[src/rtl/arith_select_pipe.sv]
// Two-stage add/subtract/select/accumulate datapath with valid/ready handshake on both sides.
// Optional debug outputs (stage-1 operands, accumulator, transfer count) are enabled by ARITH_SELECT_PIPE_MONITOR_EN.
module arith_select_pipe #(
  parameter int WIDTH    = 8,
  parameter int SATURATE = 0
) (
  input  logic             clk,
  input  logic             reset,
  input  logic             in_valid,
  output logic             in_ready,
  input  logic [1:0]       in_op,
  input  logic [WIDTH-1:0] in_a,
  input  logic [WIDTH-1:0] in_b,
  input  logic [WIDTH-1:0] in_c,
  input  logic             in_s,
  input  logic             in_clr,
  output logic             out_valid,
  input  logic             out_ready,
  output logic [WIDTH-1:0] out_data,
  output logic             out_carry,
  output logic             out_zero
`ifdef ARITH_SELECT_PIPE_MONITOR_EN
  ,
  output logic [WIDTH-1:0] mon_a,
  output logic [WIDTH-1:0] mon_b,
  output logic [WIDTH-1:0] mon_c,
  output logic             mon_s,
  output logic [WIDTH-1:0] mon_acc,
  output logic [15:0]      mon_count
`endif
);

  localparam logic [1:0] OP_ADD = 2'b00;
  localparam logic [1:0] OP_SUB = 2'b01;
  localparam logic [1:0] OP_SEL = 2'b10;
  localparam logic [1:0] OP_ACC = 2'b11;

  logic             s1_valid_r;
  logic [1:0]       s1_op_r;
  logic [WIDTH-1:0] s1_a_r;
  logic [WIDTH-1:0] s1_b_r;
  logic [WIDTH-1:0] s1_c_r;
  logic             s1_s_r;
  logic             s1_clr_r;

  logic             out_valid_r;
  logic [WIDTH-1:0] out_data_r;
  logic             out_carry_r;
  logic             out_zero_r;
  logic [WIDTH-1:0] acc_r;

  logic             advance_s;
  logic             in_fire_s;
  logic [WIDTH:0]   a_x_s;
  logic [WIDTH:0]   b_x_s;
  logic [WIDTH:0]   c_x_s;
  logic [WIDTH:0]   acc_x_s;
  logic [WIDTH:0]   raw_s;
  logic             carry_s;
  logic [WIDTH-1:0] result_s;
  logic [WIDTH-1:0] acc_next_s;

  // Handshake: output stage frees up when empty or drained; stage 1 accepts when empty or moving on.
  always_comb begin
    advance_s = !out_valid_r || out_ready;
    in_ready  = !s1_valid_r || advance_s;
    in_fire_s = in_valid && in_ready;
  end

  // Stage-1 operand capture.
  always_ff @(posedge clk or posedge reset) begin
    if (reset) begin
      s1_valid_r <= 1'b0;
      s1_op_r    <= 2'b00;
      s1_a_r     <= {WIDTH{1'b0}};
      s1_b_r     <= {WIDTH{1'b0}};
      s1_c_r     <= {WIDTH{1'b0}};
      s1_s_r     <= 1'b0;
      s1_clr_r   <= 1'b0;
    end else if (in_fire_s) begin
      s1_valid_r <= 1'b1;
      s1_op_r    <= in_op;
      s1_a_r     <= in_a;
      s1_b_r     <= in_b;
      s1_c_r     <= in_c;
      s1_s_r     <= in_s;
      s1_clr_r   <= in_clr;
    end else if (advance_s) begin
      s1_valid_r <= 1'b0;
    end
  end

  // Stage-2 arithmetic at WIDTH+1 bits so the top bit is the carry/borrow.
  always_comb begin
    a_x_s      = {1'b0, s1_a_r};
    b_x_s      = {1'b0, s1_b_r};
    c_x_s      = {1'b0, s1_c_r};
    acc_x_s    = {1'b0, acc_r};
    raw_s      = {(WIDTH+1){1'b0}};
    carry_s    = 1'b0;
    result_s   = {WIDTH{1'b0}};
    acc_next_s = acc_r;
    case (s1_op_r)
      OP_ADD: raw_s = a_x_s + b_x_s;
      OP_SUB: raw_s = a_x_s - c_x_s;
      OP_SEL: begin
        if (s1_s_r) begin
          raw_s = a_x_s - c_x_s;
        end else begin
          raw_s = a_x_s;
        end
      end
      OP_ACC: begin
        if (s1_clr_r) begin
          raw_s = a_x_s;
        end else begin
          raw_s = acc_x_s + a_x_s;
        end
      end
      default: raw_s = {(WIDTH+1){1'b0}};
    endcase
    carry_s = raw_s[WIDTH];
    // Carry on ADD/ACC clamps high, borrow on SUB/SEL clamps low.
    if (SATURATE != 0 && carry_s) begin
      if (s1_op_r == OP_ADD || s1_op_r == OP_ACC) begin
        result_s = {WIDTH{1'b1}};
      end else begin
        result_s = {WIDTH{1'b0}};
      end
    end else begin
      result_s = raw_s[WIDTH-1:0];
    end
    if (s1_op_r == OP_ACC) begin
      acc_next_s = result_s;
    end else if (s1_clr_r) begin
      acc_next_s = {WIDTH{1'b0}};
    end else begin
      acc_next_s = acc_r;
    end
  end

  // Output register and accumulator; both hold while downstream stalls.
  always_ff @(posedge clk or posedge reset) begin
    if (reset) begin
      out_valid_r <= 1'b0;
      out_data_r  <= {WIDTH{1'b0}};
      out_carry_r <= 1'b0;
      out_zero_r  <= 1'b1;
      acc_r       <= {WIDTH{1'b0}};
    end else if (advance_s) begin
      out_valid_r <= s1_valid_r;
      if (s1_valid_r) begin
        out_data_r  <= result_s;
        out_carry_r <= carry_s;
        out_zero_r  <= (result_s == {WIDTH{1'b0}});
        acc_r       <= acc_next_s;
      end
    end
  end

  assign out_valid = out_valid_r;
  assign out_data  = out_data_r;
  assign out_carry = out_carry_r;
  assign out_zero  = out_zero_r;

`ifdef ARITH_SELECT_PIPE_MONITOR_EN
  logic [15:0] mon_count_r;

  // Output transfer counter, wraps naturally at 16 bits.
  always_ff @(posedge clk or posedge reset) begin
    if (reset) begin
      mon_count_r <= 16'd0;
    end else if (out_valid_r && out_ready) begin
      mon_count_r <= mon_count_r + 16'd1;
    end
  end

  assign mon_a     = s1_a_r;
  assign mon_b     = s1_b_r;
  assign mon_c     = s1_c_r;
  assign mon_s     = s1_s_r;
  assign mon_acc   = acc_r;
  assign mon_count = mon_count_r;
`endif

endmodule

[config.mk]
export PLATFORM = sky130hd
export DESIGN_NAME = arith_select_pipe
export DESIGN_NICKNAME = d
export VERILOG_FILES = /design/src/rtl/arith_select_pipe.sv
export SDC_FILE = /design/constraint.sdc
export NUM_CORES = 1
export LEC_CHECK = 0
export ABC_AREA = 0
export BUFFER_PORTS_ARGS = -buffer_cell sky130_fd_sc_hd__buf_2
export CAP_MARGIN = 20
export CORE_ASPECT_RATIO = 1.1
export CORE_MARGIN = 4
export CORE_UTILIZATION = 62
export CTS_BUF_LIST = sky130_fd_sc_hd__clkbuf_4 sky130_fd_sc_hd__clkbuf_8 sky130_fd_sc_hd__clkbuf_16
export DETAILED_ROUTE_END_ITERATION = 8
export PLACE_DENSITY_LB_ADDON = 0.08
export SLEW_MARGIN = 20
export SYNTH_ARGS = -nofsm -noshare
export SYNTH_HDL_FRONTEND = slang
export SYNTH_SLANG_ARGS = --single-unit
[constraint.sdc]
create_clock -name clk -period 3.8 [get_ports clk]
set_input_delay 0.38 -clock clk [delete_from_list [all_inputs] [get_ports clk]]
set_output_delay 0.38 -clock clk [all_outputs]
set_load 0.05 [all_outputs]
==> impl_metrics.json <==
{
  "reg2reg_depth": 9,
  "numCtsBuffers": 5,
  "switching_share_pct": 42.6,
  "synthToLayoutAreaGrowth_pct": 12.1,
  "clock_sinks": 48,
  "timing.final.setup_violations": 0,
  "grt_usage_pct": 22.9,
  "die-area_um2": 6290,
  "dpl.cell_count": 416,
  "power.share.combinational_pct": 48.6,
  "fp.coreArea_um2": 4780,
  "timing.setup.tns_ns": 0,
  "fin_cells": 425,
  "ys_dominant_reg_cell": "dfrtp_1",
  "synth_cell_type_count": 50,
  "hold_class": "primary input to asynchronous set/reset pin",
  "gp_congestion": 0.906,
  "average_wire_per_cell_in_the_routed_design_um": 16.0,
  "criticalPathCategory": "flop to flop",
  "tightest_slew_ns": 0.626,
  "cts_tree": "built",
  "asyncSetResetFlopFracSynth_pct": 100,
  "timing.clock.skew_ns": 0.00592,
  "max_freq_mhz": 379,
  "dpl.hpwl_um": 5410,
  "clock_slew_at_the_register_clock_pins_of_the_worst_setup_and_hold_paths_ns": 0.08,
  "globalRoute.totalOverflow": 0,
  "placement_rows": 26,
  "r2r_setup_slack_ns": 1.16,
  "htree_num_levels": 2,
  "post_cts_hold_buffer_count": 0,
  "cts-root-buf": "clkbuf_8",
  "cap_viol_max_count": 0,
  "ys_seq_area_share_pct": 38.2,
  "post_synth.cell_area_avg_um2": 9.73,
  "cts-resized-gates": 0,
  "max-slew-margin-rel_pct": 58.1,
  "seq_power_share_pct": 35.4,
  "postLayoutCoreUtil_pct": 73.9,
  "post_synth_inst_count": 324,
  "end_kind": "flop",
  "final_layout_size_suffix_gt1_share_pct": 24.4,
  "portion_of_total_power_attributed_to_the_clock_network_pct": 16.0,
  "antenna_cells_inserted": 0,
  "post-cts-setup-buffer-count": 0,
  "start_util_pct": 65.9,
  "critical_path_arrival_ns": 2.88,
  "period_needed_ns": 2.64,
  "leakagePower_nw": 1.65,
  "outcome": "finished clean",
  "routed_via_density": 5.85,
  "antenna_left": 0,
  "dr.first_iter.drc_count": 242,
  "ir_worst_vdd_uv": 319,
  "post-layout-total-power_mw": 2.05,
  "startpoint_type": "flop",
  "drv_slew": 0,
  "rsz_0062_raised_after_global_routing": "no",
  "pwr_density_cell_nw_per_um2": 580,
  "detail_route.drc_violations": 0,
  "die_width_um": 76.0,
  "total_switching_power_mw": 0.874,
  "synth.ff_latch_count": 48,
  "detail_route.first_pass.iterations": 5,
  "mappedNetlistNets": 384,
  "final_min_period_over_clock_period_pct": 69.5,
  "vias": 2488,
  "clock_latency_on_the_worst_skew_pair_ns": 0.31,
  "synth_edf_count": 0,
  "worst_ep_required_time_ns": 4.04,
  "total_of_warnings_raised_by_yosys": 0,
  "via_count_of_the_first_global_routing_pass": 2539,
  "ios": 44,
  "finish.net_count": 428,
  "die-height_um": 82.8,
  "place.port_buffers": 43,
  "final_hold_viol_count": 0,
  "grt_pass1_wl_um": 11600,
  "timing.critical_path.fanout_max": 7,
  "grt_start_max_net_pins": 49,
  "routed_wirelength_um": 6820,
  "antenna_violations_before_repair": 0,
  "reg2reg_to": "out_zero",
  "reg2reg_launch_point": "s1_a_r[1]",
  "internal_power_mw": 1.18,
  "syn-cell-area_um2": 3150,
  "cts.path.max_buffers": 2
}
## critical path, stage by stage (launching register included)
cell	delay, ns
dfrtp_1	0.47
inv_1	0.18
fa_1	0.49
nor2b_1	0.13
o21ai_1	0.09
nor3b_1	0.15
o41a_1	0.38
a22oi_1	0.32
nor4_1	0.11
a32o_1	0.27
## Yosys cell counts (all sizes together) (2+ instances only)
master	n	area, µm²
dfrtp	47	1180
mux2	29	327
nand2	28	105
ha	25	313
inv	23	86.3
o21ai	23	115
nor2	21	81.3
a21oi	15	75.1
nand3	10	50.1
nor2b	10	62.6
xor2	9	78.8
a211oi	7	57.6
nand2b	7	43.8
nor3	6	30.0
a21boi	4	33.8
clkbuf	4	15.0
mux2i	4	40.0
a21o	3	22.5
a22o	3	26.3
and2	3	18.8
buf	3	15.0
fa	3	60.1
o211ai	3	22.5
o21bai	3	22.5
xnor2	3	26.3
a22oi	2	15.0
a32oi	2	17.5
nand3b	2	15.0
o21a	2	15.0
o22ai	2	12.5
o31a	2	17.5
o41a	2	22.5
or2	2	12.5
## registers in the layout (all words and copies together) (netlist names), 2 cells and up
register / count
acc_r: 8
out_data: 8
s1_a_r: 8
s1_b_r: 8
s1_c_r: 8
s1_op_r: 2
## metal layers
layer,track usage (%),vias up,wire length [µm]
li1,-,1243,-
met1,28.9,1150,2990
met2,39.7,83,3350
met3,3.78,12,346
met4,8.72,0,133
met5,0,-,0
## stage by stage
| step | cell area (µm²) | hold WS (ns) | setup slack [ns] |
|---|---|---|---|
| finish | 3530 | 0.0932 | 1.16 |
| detailed placement | 3410 | 0.458 | 1.15 |
| global route | 3530 | 0.127 | 0.961 |
| CTS | 3500 | 0.280 | 1.16 |
| floorplan | 3150 | 0.454 | 1.31 |
| global placement | 3410 | 0.453 | 1.31 |
## cells in the final DEF, fill, tap and decap left out, types with 6 or more instances in the layout
master / netlist / routed
a211oi_1: 6 / 6
a21oi_1: 15 / 15
buf_2: 3 / 43
clkbuf_8: 0 / 6
dfrtp_1: 47 / 47
ha_1: 25 / 25
inv_1: 23 / 22
mux2_2: 29 / 29
nand2_1: 28 / 27
nand2b_1: 7 / 7
nand3_1: 10 / 10
nor2_1: 20 / 20
nor2b_1: 10 / 10
nor3_1: 6 / 6
o21ai_0: 22 / 22
xor2_1: 9 / 9
## cells by family (layout without fill, tap and decap cells)
kind of cell,after synthesis,in the layout,synth area share [%]
muxes,33,33,11.6
DFF,48,48,38.2
AOI/OAI and AO/OA,81,81,17.3
xor gates and xnor gates,12,12,3.33
buffers and inverters,30,75,3.69
adders and majority gates,28,28,11.8
and+or+nand+nor,92,92,14.1
## layout make-up
cell class | count | area, µm²
clock buffer | 8 | 97.6
timing repair buffer | 44 | 243
inverter | 23 | 86.3
fill | 386 | 1250
tap | 56 | 70.1
multi-input combinational | 246 | 1840
sequential | 48 | 1200
## worst max path at each step
stage | cells past startpoint | start | end | slack (ns)
floorplan | 4 | out_valid | s1_a_r[0] | 1.31
global route | 9 | s1_a_r[1] | out_zero | 0.96
finish | 9 | s1_a_r[1] | out_zero | 1.16
global placement | 9 | s1_a_r[1] | out_zero | 1.31
CTS | 9 | s1_a_r[1] | out_zero | 1.16
detailed placement | 9 | s1_a_r[1] | out_zero | 1.15
## power by group through the flow
stage	clock, mW	sequential (mW)	combinational, mW
global placement	0	0.730	0.964
detailed placement	0	0.735	0.987
floorplan	0	0.846	0.643
CTS	0.339	0.726	0.993
global route	0.358	0.745	1.10
finish	0.327	0.726	0.997
Power figures use the tool's default switching activity.
